<file path="src/rtl/occupancy_counter.sv">
// Purpose: saturating up/down occupancy counter (0..CAPACITY) for a parking lot.
// Latency: a command sampled at a rising edge is visible on count right after that edge.
// Backpressure: none; one command per cycle is always accepted, and held levels step once per edge.
module occupancy_counter #(
    parameter int WIDTH    = 4,
    parameter int CAPACITY = 15
) (
    input  logic             clk,
    input  logic             reset,
    input  logic [1:0]       inc_dec,
    output logic [WIDTH-1:0] count
);

    localparam logic [WIDTH-1:0] CAP = CAPACITY[WIDTH-1:0];

    generate
        if (CAPACITY < 1 || CAPACITY > (2 ** WIDTH) - 1) begin : g_bad_capacity
            $error("occupancy_counter: CAPACITY must be in 1..2**WIDTH-1");
        end
    endgenerate

    logic [WIDTH-1:0] count_q = '0;
    logic [WIDTH-1:0] count_nxt;

    // Limits are checked before stepping, so the add/subtract never overflows.
    // Codes 00, 11 and anything unknown fall to the default and hold.
    always_comb begin
        count_nxt = count_q;
        case (inc_dec)
            2'b10: if (count_q < CAP)   count_nxt = count_q + 1'b1;
            2'b01: if (count_q != '0)   count_nxt = count_q - 1'b1;
            default: count_nxt = count_q;
        endcase
    end

    always_ff @(posedge clk) begin
        if (reset) begin
            count_q <= '0;
        end else begin
            count_q <= count_nxt;
        end
    end

    assign count = count_q;

endmodule

</file>
<file path="config.mk">
export PLATFORM = sky130hd
export DESIGN_NAME = occupancy_counter
export DESIGN_NICKNAME = d
export VERILOG_FILES = /design/src/rtl/occupancy_counter.sv
export SDC_FILE = /design/constraint.sdc
export NUM_CORES = 1
export LEC_CHECK = 0
export ABC_AREA = 1
export CAP_MARGIN = 30
export CORE_AREA = 4 4 41 43
export CTS_BUF_LIST = sky130_fd_sc_hd__clkbuf_8
export CTS_CLUSTER_DIAMETER = 80
export DETAILED_ROUTE_END_ITERATION = 10
export DIE_AREA = 0 0 45 47
export PLACE_DENSITY_LB_ADDON = 0.3
export SYNTH_ARGS = -nofsm -noshare
export SYNTH_HDL_FRONTEND = slang
export SYNTH_SLANG_ARGS = --single-unit
</file>
<file path="constraint.sdc">
create_clock -name clk -period 3.6 [get_ports clk]
set_input_delay 0.72 -clock clk [delete_from_list [all_inputs] [get_ports clk]]
set_output_delay 0.72 -clock clk [all_outputs]
set_load 0.005 [all_outputs]
</file>
==> impl_metrics.ini <==
[status]
status = completed

[global_route]
grt_use_total_pct = 9.881
grt_max_degree = 8
grt-ovfl-total = 0
antenna_found_initial = 0
grt_pass1_wl_mm = 1.421
grtUsageMet2_pct = 12.43
grt-busiest-layer = met1
grtUsageMet3_pct = 5.747
grt_pass1_vias = 331
met1_usage_pct = 12.98

[worst_setup_path]
critPathLaunchType = primary input
path_delay_family = buffers and inverters
end_kind = register
cp_max_fo = 5
cpPeakStageDelay_ps = 480
crit_arrival_ps = 2330
cp_cell_sequence = clkdlybuf4s50_1, inv_1, ha_1, nor2_1, nor2_2, ha_1, a21oi_1, xor2_1, nand2_2, nand2_1, nor2_2
r2r_end = count[2]$_SDFFE_PP0P_
rrSetupSlack_ps = 2180
crit_path_top_delay_cell = clkdlybuf4s50_1
cp_data_required_time_ps = 3700
crit_type = primary input to register
cp.buffers_inverters = 2
r2r_start = count[1]$_SDFFE_PP0P_
reg2reg_depth = 9

[sta]
tightest_slew_ps = 248.8
period_share_pct = 61.83
drv_slew = 0
max_freq_mhz = 449.2
layout_setup_ws_ps = 1374
slew_headroom_pct = 83.39
setup_viol = 0
period_needed_ps = 2226
holdWs_ps = 565.2
hold_viol = 0
fin_skew_ps = 0.8461
fin_tns_setup_ps = 0
grt_setup_unrepaired = no

[finish]
drive_above_1_share_pct = 12.70
design_area_um2 = 465.4
final_nets = 73
diodes = 0
final_cell_mix = nand2_1 (16), inv_1 (10), clkdlybuf4s50_1 (7)
fin_cells = 78
layout_commonest_cell = nand2_1
syn2layout_area_growth_pct = 38.81
utilization_pct = 35.77
largest_register_ffs = 4

[place]
place_inst = 75
dpl.hpwl_um = 569.3
gp_congestion = 0.7722
dp_worst_setup_slack_ps = 1138
dpl-instance-area_um2 = 424.2
port_buffers = 7

[clock_network]
clkTransAtPathRegs_ps = 30
post_cts_buffers = 0
tritoncts = built
cts-resized-gates = 0
clockBufferDepth = 2
cts_hold_buf = 0
clk-insertion-delay-late_ps = 220
htree_levels = 1
clock-root-buffer = clkbuf_8
cts.sinks = 4
cts_buffers = 3

[synthesis]
avgSynthCellArea_um2 = 6.327
yosysTopAreaCell = dfxtp_1
synth.distinct_cells = 15
synth.net_count = 61
synth_area_um2 = 335.3
post-synth-top-area-fraction_pct = 23.88
synth_area_leaders = dfxtp_1 (24%), nand2_1 (18%), ha_1 (15%), inv_1 (11%), a21oi_1 (6.0%)
yosysWarnings = 0
ys_ff_latch = 4
yosysSeqAreaShare_pct = 23.88
netlist_instances = 53

[power_and_ir_drop]
switching_share_pct = 29.24
p_int_mw = 0.1533
power.density_nw_per_um2 = 465.5
power_mw = 0.2167
p_leak_nw = 0.2337
pwr-share-comb_pct = 28.6
p_seq_share_pct = 28.5
p_sw_mw = 0.06335
p_clk_share_pct = 42.9
vdd_drop_max_v = 0.0002720

[routing]
ant_nets = 0
post-route-drc-count = 0
wire_per_inst_um = 9.654
finalWirelength_um = 753
viasPerCell = 4.231
via_count = 330
dr.first_iter.drc_count = 4
drt_pass1_iterations = 3

[floorplan]
placementRows = 13
die_w_um = 45
io_pins = 8
die_area_um2 = 2115
start_util_pct = 25.77
fp.dieH_um = 47
coreArea_um2 = 1301

[worst_hold_path]
hold_class = register to register
hold_start = count[0]$_SDFFE_PP0P_
hold_end = count[0]$_SDFFE_PP0P_
min_delay_path_depth = 2

[run]
cap_violations = 0
[final cells by class]
class	instances	area (um2)
fill	157	835.8
tap	15	18.77
multi-input combinational	38	214.0
clock buffer	3	41.29
timing repair buffer	7	70.07
inverter	11	41.29
sequential	4	80.08
[power by group through the flow]
stage | clock (mW) | sequential [mW] | combinational, mW
final | 0.0930 | 0.0617 | 0.0620
after global routing | 0.101 | 0.0632 | 0.0721
after CTS | 0.0963 | 0.0614 | 0.0629
after detailed placement | 0 | 0.0619 | 0.0616
after global placement | 0 | 0.0624 | 0.0620
after floorplan | 0 | 0.0600 | 0.0388
[layer usage]
metal,part of all wire [%],vias up
li1,-,184
met1,52,137
met2,42,7
met3,4.4,2
met4,1.1,0
met5,0,-
[tightest hold or removal path: stages, from the launching register on]
cell and delay [ps]:
dfxtp_1 340, nand2_1 100, a21oi_1 70
[logic make-up (layout without fill, tap and decap cells)]
| kind of cell | count (synthesis) | count (layout) | share of synthesized area, % |
|---|---|---|---|
| AO/OA/AOI/OAI | 5 | 5 | 7.461 |
| flip-flops | 4 | 4 | 23.88 |
| XOR/XNOR | 2 | 2 | 5.225 |
| buffers and inverters | 11 | 21 | 12.31 |
| adder cells (fa/ha/maj) | 4 | 4 | 14.93 |
| AND/OR/NAND/NOR | 27 | 27 | 36.20 |
[cell usage after synthesis, drive strengths merged]
cell	count
nor2	5
a21oi	4
ha	4
nand2	17
inv	11
xor2	1
o21ai	1
xnor2	1
dfxtp	4
nand4	1
nand3	4
[how the worst max path moves through the flow]
stage	from	end	slack [ps]	cells after the start
floorplan	inc_dec[1]	count[2]$_SDFFE_PP0P_	1730	11
detailed placement	inc_dec[1]	count[2]$_SDFFE_PP0P_	1140	11
finish	inc_dec[1]	count[2]$_SDFFE_PP0P_	1370	11
global placement	inc_dec[1]	count[2]$_SDFFE_PP0P_	1160	11
global route	inc_dec[1]	count[2]$_SDFFE_PP0P_	1160	12
CTS	inc_dec[1]	count[2]$_SDFFE_PP0P_	1360	11
Power figures use the tool's default switching activity.
